[src/rtl/hazard_forward_ctrl.sv]
// hazard_forward_ctrl: EX-stage operand forwarding selects, load-use stall,
// multi-cycle EX hold and flush bubbles for a 5-stage pipeline. Keeps its own
// shadow copies of the instructions in EX, MEM and WB.
//
// Qualifier semantics: id_valid marks a real instruction in ID and is sampled
// every cycle; there is no ready. The core must hold IF/ID while stall_id=1
// and re-present the same ID instruction.
// ex_flush only takes effect when mc_busy=0. While mc_busy=1 the flush is
// dropped, not deferred.
module hazard_forward_ctrl #(
  parameter int REG_AW = 5,
  parameter int MC_LAT = 4
) (
  input  logic              clk,
  input  logic              rst_n,
  input  logic              id_valid,
  input  logic [REG_AW-1:0] id_rs1,
  input  logic [REG_AW-1:0] id_rs2,
  input  logic              id_use_rs1,
  input  logic              id_use_rs2,
  input  logic [REG_AW-1:0] id_rd,
  input  logic              id_reg_write,
  input  logic              id_is_load,
  input  logic              id_is_mc,
  input  logic              ex_flush,
  output logic [1:0]        forward_a,
  output logic [1:0]        forward_b,
  output logic              stall_if,
  output logic              stall_id,
  output logic              stall_ex,
  output logic              bubble_ex,
  output logic              bubble_mem,
  output logic              mc_busy,
  output logic              mc_state_dbg
);

  localparam int CW = (MC_LAT > 2) ? $clog2(MC_LAT) : 1;

  typedef enum logic {MC_IDLE = 1'b0, MC_BUSY = 1'b1} mc_state_t;

  typedef struct packed {
    logic              valid;
    logic [REG_AW-1:0] rs1;
    logic [REG_AW-1:0] rs2;
    logic              use1;
    logic              use2;
    logic [REG_AW-1:0] rd;
    logic              reg_write;
    logic              is_load;
    logic              is_mc;
  } shadow_t;

  shadow_t   s_ex, s_mem, s_wb;
  shadow_t   ex_nx, mem_nx, wb_nx;
  mc_state_t state_q, state_nx;
  logic [CW-1:0] cnt_q, cnt_nx;
  logic      lu;
  shadow_t   id_ins;

  // MEM/WB shadows are kept whole for debug visibility; only valid/rd/reg_write
  // feed the forwarding logic.
  logic      shadow_unused;
  assign shadow_unused = ^{s_mem, s_wb};

  assign id_ins = '{valid: id_valid, rs1: id_rs1, rs2: id_rs2, use1: id_use_rs1,
                    use2: id_use_rs2, rd: id_rd, reg_write: id_reg_write,
                    is_load: id_is_load, is_mc: id_is_mc};

  // The final occupancy cycle (counter at 0) releases the pipeline.
  assign mc_busy      = (state_q == MC_BUSY) && (cnt_q != '0);
  assign mc_state_dbg = state_q;

  function automatic logic match(input shadow_t s, input logic [REG_AW-1:0] r);
    return s.valid && s.reg_write && (s.rd != '0) && (s.rd == r);
  endfunction

  // Forward selects for the instruction in EX; EX/MEM is newer than MEM/WB.
  always_comb begin
    forward_a = 2'b00;
    forward_b = 2'b00;
    if (s_ex.valid && s_ex.use1) begin
      if (match(s_mem, s_ex.rs1))     forward_a = 2'b10;
      else if (match(s_wb, s_ex.rs1)) forward_a = 2'b01;
    end
    if (s_ex.valid && s_ex.use2) begin
      if (match(s_mem, s_ex.rs2))     forward_b = 2'b10;
      else if (match(s_wb, s_ex.rs2)) forward_b = 2'b01;
    end
  end

  assign lu = id_valid && s_ex.valid && s_ex.is_load && (s_ex.rd != '0) &&
              ((id_use_rs1 && (id_rs1 == s_ex.rd)) || (id_use_rs2 && (id_rs2 == s_ex.rd)));

  // Control priority: multi-cycle hold, then flush, then load-use, then advance.
  always_comb begin
    stall_if   = 1'b0;
    stall_id   = 1'b0;
    stall_ex   = 1'b0;
    bubble_ex  = 1'b0;
    bubble_mem = 1'b0;
    state_nx   = MC_IDLE;
    cnt_nx     = '0;
    ex_nx      = s_ex;
    mem_nx     = s_ex;
    wb_nx      = s_mem;
    if (mc_busy) begin
      stall_if   = 1'b1;
      stall_id   = 1'b1;
      stall_ex   = 1'b1;
      bubble_mem = 1'b1;
      mem_nx     = '0;
      state_nx   = MC_BUSY;
      cnt_nx     = cnt_q - CW'(1);
    end else if (ex_flush) begin
      bubble_ex = 1'b1;
      ex_nx     = '0;
    end else if (lu) begin
      stall_if  = 1'b1;
      stall_id  = 1'b1;
      bubble_ex = 1'b1;
      ex_nx     = '0;
    end else begin
      ex_nx = id_ins;
      // Busy starts the cycle the op lands in EX, so it counts as cycle 1.
      if (id_valid && id_is_mc) begin
        state_nx = MC_BUSY;
        cnt_nx   = CW'(MC_LAT - 1);
      end
    end
  end

  // Shadow pipeline and multi-cycle state registers.
  always_ff @(posedge clk) begin
    if (!rst_n) begin
      s_ex    <= '0;
      s_mem   <= '0;
      s_wb    <= '0;
      state_q <= MC_IDLE;
      cnt_q   <= '0;
    end else begin
      s_ex    <= ex_nx;
      s_mem   <= mem_nx;
      s_wb    <= wb_nx;
      state_q <= state_nx;
      cnt_q   <= cnt_nx;
    end
  end

endmodule

[config.mk]
export PLATFORM = sky130hd
export DESIGN_NAME = hazard_forward_ctrl
export DESIGN_NICKNAME = d
export VERILOG_FILES = /design/src/rtl/hazard_forward_ctrl.sv
export SDC_FILE = /design/constraint.sdc
export NUM_CORES = 1
export LEC_CHECK = 0
export CELL_PAD_IN_SITES_DETAIL_PLACEMENT = 0
export CELL_PAD_IN_SITES_GLOBAL_PLACEMENT = 1
export CORE_MARGIN = 4
export CORE_UTILIZATION = 40
export CTS_CLUSTER_DIAMETER = 80
export CTS_CLUSTER_SIZE = 20
export DETAILED_ROUTE_END_ITERATION = 10
export GPL_ROUTABILITY_DRIVEN = 1
export HOLD_SLACK_MARGIN = 0.12
export MAX_ROUTING_LAYER = met4
export PLACE_DENSITY_LB_ADDON = 0.1
export SETUP_SLACK_MARGIN = 0.05
export SKIP_LAST_GASP = 1
export SLEW_MARGIN = 20
export SYNTH_ARGS = -nofsm -noshare
export SYNTH_HDL_FRONTEND = slang
export SYNTH_SLANG_ARGS = --single-unit
[constraint.sdc]
create_clock -name clk -period 2.4 [get_ports clk]
set_input_delay 0.48 -clock clk [delete_from_list [all_inputs] [get_ports clk]]
set_output_delay 0.48 -clock clk [all_outputs]
set_load 0.02 [all_outputs]
==> run_results.csv, run 1 <==
group,metric,value,unit
layout,final_common_cell,"buf_4",
routing,vias_per_cell,5.14,
critical_path,critPathMaxStageDelay,0.51,ns
layout,area_growth,37.2,%
routing,drc,0,
placement,post-place-ws,-0.690,ns
synth,netlist_area,1890,µm²
critical_path,crit_chain,"or4_4 > o211ai_1 > nor4_2 > nor3_1 > buf_4",
global_route,grt_pass1_wl,7980,µm
placement,io_buffers,34,
power_and_ir_drop,ir_worst_vdd,0.000265,V
die,die_h,76.7,µm
clock_tree,clk_latency,0.29,ns
routing,postRouteAntennaNets,0,
layout,antenna_cells,0,
clock_tree,ctsHoldBuffers,0,
synth,syn_avg_cell_area,10.7,µm²
power_and_ir_drop,power_density,550,nW/µm²
sta,worst_slack,0.0821,ns
sta,fmaxAchievable,431,MHz
power_and_ir_drop,p_leak,0.00126,µW
layout,final_cell_mix,"buf_4, dfxtp_1, mux2i_1, a21oi_2, xnor2_1",
routing,wl_per_cell,16.2,µm
die,ios,35,
sta,skew,0.00483,ns
synth,synth-seq-area-share,39.3,%
clock_tree,cts_tree,"yes",
critical_path,end_kind,"primary output",
flow_run,max_cap_violations,0,
global_route,grt_usage,17.5,%
sta,slew_viol_final,0,
die,core,4440,µm²
critical_path,crit_fanout,2,
synth,ys_seq_elements,37,
hold_path,min_from,"s_mem[20]",
critical_path,arrival,1.84,ns
sta,tightest_slew,0.348,ns
global_route,grt_antenna_before_repair,0,
clock_tree,cts_max_level,2,
status,outcome,"complete, no violations",
global_route,gr-total-overflow,0,
synth,synth_enable_flop_cells,0,
layout,fin_nets,266,
global_route,first_global_vias,1640,
critical_path,rr_startpoint,"s_ex[3]",
sta,finalHoldViolCount,0,
clock_tree,clock-sinks,37,
synth,yosysTopAreaCell,"dfxtp_1",
synth,synth_top_area_share,39.3,%
routing,drtPass1Iterations,4,
critical_path,start_kind,"register",
sta,maxSlewHeadroom,76.6,%
critical_path,worst_ep_required_time,1.92,ns
clock_tree,cts_made_buffers,5,
clock_tree,root_buffer,"clkbuf_8",
die,rows,24,
synth,ys_types,37,
placement,hpwl,3680,µm
layout,nFillCells,394,
synth,synth_top_flop_cell,"dfxtp_1",
synth,yosysWarnings,0,
sta,rsz0062_at_grt,"yes",
layout,drive_gt1_share,38.4,%
sta,finalCriticalPeriod,2.32,ns
routing,drt-initial-drc-count,39,
global_route,grt_max_degree,15,
critical_path,crit_slowest_cell,"or4_4",
critical_path,worstSetupStartpoint,"s_mem[7]",
sta,setup_viol,0,
die,die_w,76.7,µm
sta,period_share,96.6,%
routing,finalWirelength,4760,µm
clock_tree,clk_pin_slew,0.08,ns
synth,synth.top_cells.by_area,"dfxtp_1, mux2i_1, a21oi_2, xnor2_1, xor2_1",
routing,vias,1512,
placement,routabilityCongestion,0.799,
layout,finish.utilization,58.2,%
synth,synth_nets,201,
critical_path,critPathKind,"register to primary output",
synth,synthCells,176,
clock_tree,clk_path_buf_depth,2,
die,dieArea,5880,µm²
die,start_util,42.4,%
hold_path,hp-class,"register to register",
synth,ys_async_sr_fraction,0,%
-- stage by stage --
stage / cell area (µm²) / power [µW] / std cells / TNS [ns] / hold WS [ns]
floorplan: 1890 / 863 / 176 / 0 / 0.430
global placement: 2370 / 974 / 274 / -1.94 / 0.440
detailed placement: 2370 / 983 / 274 / -2.11 / 0.440
CTS: 2520 / 1430 / 293 / 0 / 0.458
global route: 2590 / 1490 / 294 / 0 / 0.470
finish: 2590 / 1420 / 294 / 0 / 0.456
-- metal layers --
metal,up-vias,track usage (%),wire (µm)
met3,12,3.86,158
met1,719,21.0,2040
met2,30,28.7,2460
met5,-,-,0
li1,751,-,-
met4,0,6.88,106
-- sequential cells by signal, summed over array words and instances, names as in the netlist --
name / cells
s_ex: 20
s_mem: 7
s_wb: 7
cnt_q: 2
mc_state_dbg: 1
-- critical path: cells and delay by family, from the launching register on --
kind                   cells  cell delay [ns]
AO/OA/AOI/OAI              1             0.29
buffers and inverters      1             0.17
flip-flops                 1             0.32
AND/OR/NAND/NOR            3             0.76
-- final timing paths --
kind / endpoint / slack [ns] / depth (start not counted)
setup / recovery: forward_b[0] / 0.08 / 5
hold / removal: s_wb[20] / 0.46 / 1
setup reg to reg: s_ex[7] / 0.22 / 11
hold reg to reg: s_wb[20] / 0.46 / 1
-- cell usage after synthesis, types with 2 or more instances --
cell type,n
xor2_1,12
o211ai_1,2
nand4_1,4
mux2i_1,20
and2_1,7
nand2_1,3
nor3_1,2
a21oi_1,3
or4_1,2
and3_1,9
o31ai_1,2
buf_4,3
xnor2_1,18
a21oi_2,20
dfxtp_1,37
inv_1,3
clkbuf_1,2
nand3_1,3
nor4_1,4
buf_6,3
-- what timing repair did --
| item | CTS | global route |
|---|---|---|
| pin swaps | 14 | 12 |
| setup endpoints to repair | 7 | 10 |
| resized for setup | 51 | 21 |
| cloned | 0 | 0 |
| endpoints found under the hold margin | 0 | 0 |
| buffers inserted | 11 | 1 |
-- cell families after synthesis --
group | after synthesis | share of synthesized area (%)
fa+ha+maj | 1 | 0.663
simple gates | 39 | 12.9
xor+xnor | 30 | 13.9
flops | 37 | 39.3
compound gates | 34 | 16.2
buf+inv | 15 | 6.44
mux | 20 | 10.6
-- power by group --
part / internal [µW] / total [µW] / switching (µW) / leakage [µW]
clock: 200 / 426 / 225 / 0.0000439
sequential: 654 / 698 / 43.4 / 0.000307
combinational: 167 / 299 / 131 / 0.000910
-- cell type report --
| class | count | area (µm²) | share of cell area, % |
|---|---|---|---|
| flip-flops and latches | 37 | 749 | 29.0 |
| multi-input cells | 124 | 1080 | 41.8 |
| well taps | 52 | 65.1 | 2.52 |
| clock buffers | 5 | 68.8 | 2.66 |
| repair buffers | 70 | 593 | 22.9 |
| clock inverters | 3 | 17.5 | 0.677 |
| inverters | 3 | 11.3 | 0.435 |
(Power assumes the default switching activity.)
==> run 2, diff against run 1 <==
PLACE_DENSITY = 0.79   (was default)
PLACE_DENSITY_LB_ADDON = default   (was 0.1)
==> run_results.csv, run 2 (synthesized netlist as in run 1, its figures left out) <==
group,metric,value,unit
status,outcome,"complete, no violations",
hold_path,min_from,"s_mem[20]",
die,dieArea,5880,µm²
die,die_w,76.7,µm
layout,drive_gt1_share,39.0,%
clock_tree,clk_pin_slew,0.07,ns
sta,final.setup.tns,0,ns
critical_path,start_kind,"register",
clock_tree,clock-sinks,37,
global_route,grt-busiest-layer,"met2",
clock_tree,clk_latency,0.29,ns
sta,fmaxAchievable,420,MHz
hold_path,whs_path_depth,1,
critical_path,critPathKind,"register to primary output",
clock_tree,root_buffer,"clkbuf_8",
critical_path,r2r_slack,0.13,ns
critical_path,worstRegToRegCells,11,
die,rows,24,
sta,tightest_slew,0.295,ns
placement,post-place-ws,-0.759,ns
flow_run,max_cap_violations,0,
layout,stdcell_count,298,
global_route,use_met1,19.3,%
global_route,grt_pass1_wl,7830,µm
routing,drc,0,
layout,fin_nets,270,
placement,io_buffers,34,
hold_path,hold_end,"s_wb[20]",
die,core,4440,µm²
global_route,grt_use_met3,3.98,%
layout,area_growth,40.0,%
die,start_util,42.4,%
layout,final_common_cell,"buf_4",
sta,setup_viol,0,
layout,regMostFlops,"s_ex",
placement,routabilityCongestion,0.875,
sta,finalCriticalPeriod,2.38,ns
clock_tree,clk_path_buf_depth,2,
global_route,grt_max_degree,17,
global_route,grt_antenna_before_repair,0,
global_route,met2_usage,30.3,%
critical_path,crit_fanout,2,
placement,hpwl,3550,µm
hold_path,hp-class,"register to register",
layout,reg_top3,"s_ex x20, s_mem x7, s_wb x7",
critical_path,arrival,1.90,ns
critical_path,worst_r2r_endpoint,"s_ex[14]",
routing,vias_per_cell,5.01,
power_and_ir_drop,ir_worst_vdd,0.000289,V
critical_path,rr_startpoint,"s_ex[7]",
layout,final_cell_mix,"buf_4, dfxtp_1, mux2i_1, a21oi_2, xnor2_1",
sta,skew,0.00377,ns
die,ios,35,
global_route,grt_usage,17.1,%
sta,period_share,99.1,%
layout,largest_reg_flops,20,
placement,dp.cells,274,
routing,finalWirelength,4780,µm
power_and_ir_drop,p_leak,0.00129,µW
routing,drt-initial-drc-count,44,
global_route,gr-total-overflow,0,
critical_path,end_kind,"primary output",
sta,maxSlewHeadroom,80.1,%
clock_tree,cts_max_level,2,
routing,vias,1494,
routing,wl_per_cell,16.0,µm
power_and_ir_drop,power_density,561,nW/µm²
routing,postRouteAntennaNets,0,
sta,finalHoldViolCount,0,
clock_tree,cts_made_buffers,5,
clock_tree,cts_tree,"yes",
routing,drtPass1Iterations,4,
sta,slew_viol_final,0,
die,die_h,76.7,µm
layout,antenna_cells,0,
sta,rsz0062_at_grt,"yes",
sta,worst_slack,0.0205,ns
layout,nFillCells,374,
clock_tree,ctsHoldBuffers,0,
global_route,first_global_vias,1619,
critical_path,worst_ep_required_time,1.92,ns
-- run 2: layer usage --
layer	up-vias	share of wire, %
li1	760	-
met1	704	43
met2	24	52
met3	6	3.3
met4	0	1.0
met5	-	0
-- run 2: critical path, cell delays in order, from the launching register on --
cell and delay, ns:
dfxtp_2 0.32, or4_4 0.52, o211ai_1 0.25, buf_4 0.17
nor4_4 0.04, nor3_2 0.15, buf_4 0.16
-- run 2: how the worst max path moves through the flow --
stage | end | slack, ns | startpoint
floorplan | stall_if | 0.06 | id_rs1[2]
global placement | stall_if | -0.76 | id_rs2[0]
detailed placement | stall_if | -0.76 | id_rs2[0]
CTS | forward_a[0] | -0.001 | s_mem[4]
global route | forward_a[0] | -0.06 | s_mem[6]
finish | forward_a[0] | 0.02 | s_mem[6]
-- run 2: layout make-up --
class | instances | area [µm²] | area share (%)
multi-input combinational | 124 | 1090 | 41.2
sequential | 37 | 749 | 28.4
timing repair buffer | 74 | 626 | 23.7
clock buffer | 7 | 96.3 | 3.65
tap | 52 | 65.1 | 2.46
inverter | 3 | 11.3 | 0.427
clock inverter | 1 | 5.00 | 0.190
-- run 2: what timing repair did --
item,CTS,global route
pin swaps,12,7
resized for setup,52,18
endpoints found under the setup margin,7,25
setup buffers,13,3
-- run 2: where the power goes --
part	switching (µW)	internal [µW]
Clock	223	260
Combinational	137	167
Sequential	40.3	654
-- run 2: stage by stage --
step / util, % / hold WS, ns / power (µW) / area, µm²
detailed placement: 53.3 / 0.449 / 980 / 2370
global route: 59.4 / 0.495 / 1540 / 2640
finish: 59.4 / 0.467 / 1480 / 2640
floorplan: - / 0.430 / 863 / 1890
CTS: 57.5 / 0.466 / 1480 / 2560
global placement: 53.3 / 0.445 / 972 / 2370
==> run 3, diff against run 2 <==
CAP_MARGIN = 20   (was default)
SLEW_MARGIN = 10   (was 20)
==> results of run 3 <==
The final DEF is identical to that of run 2; final timing and power are the same.
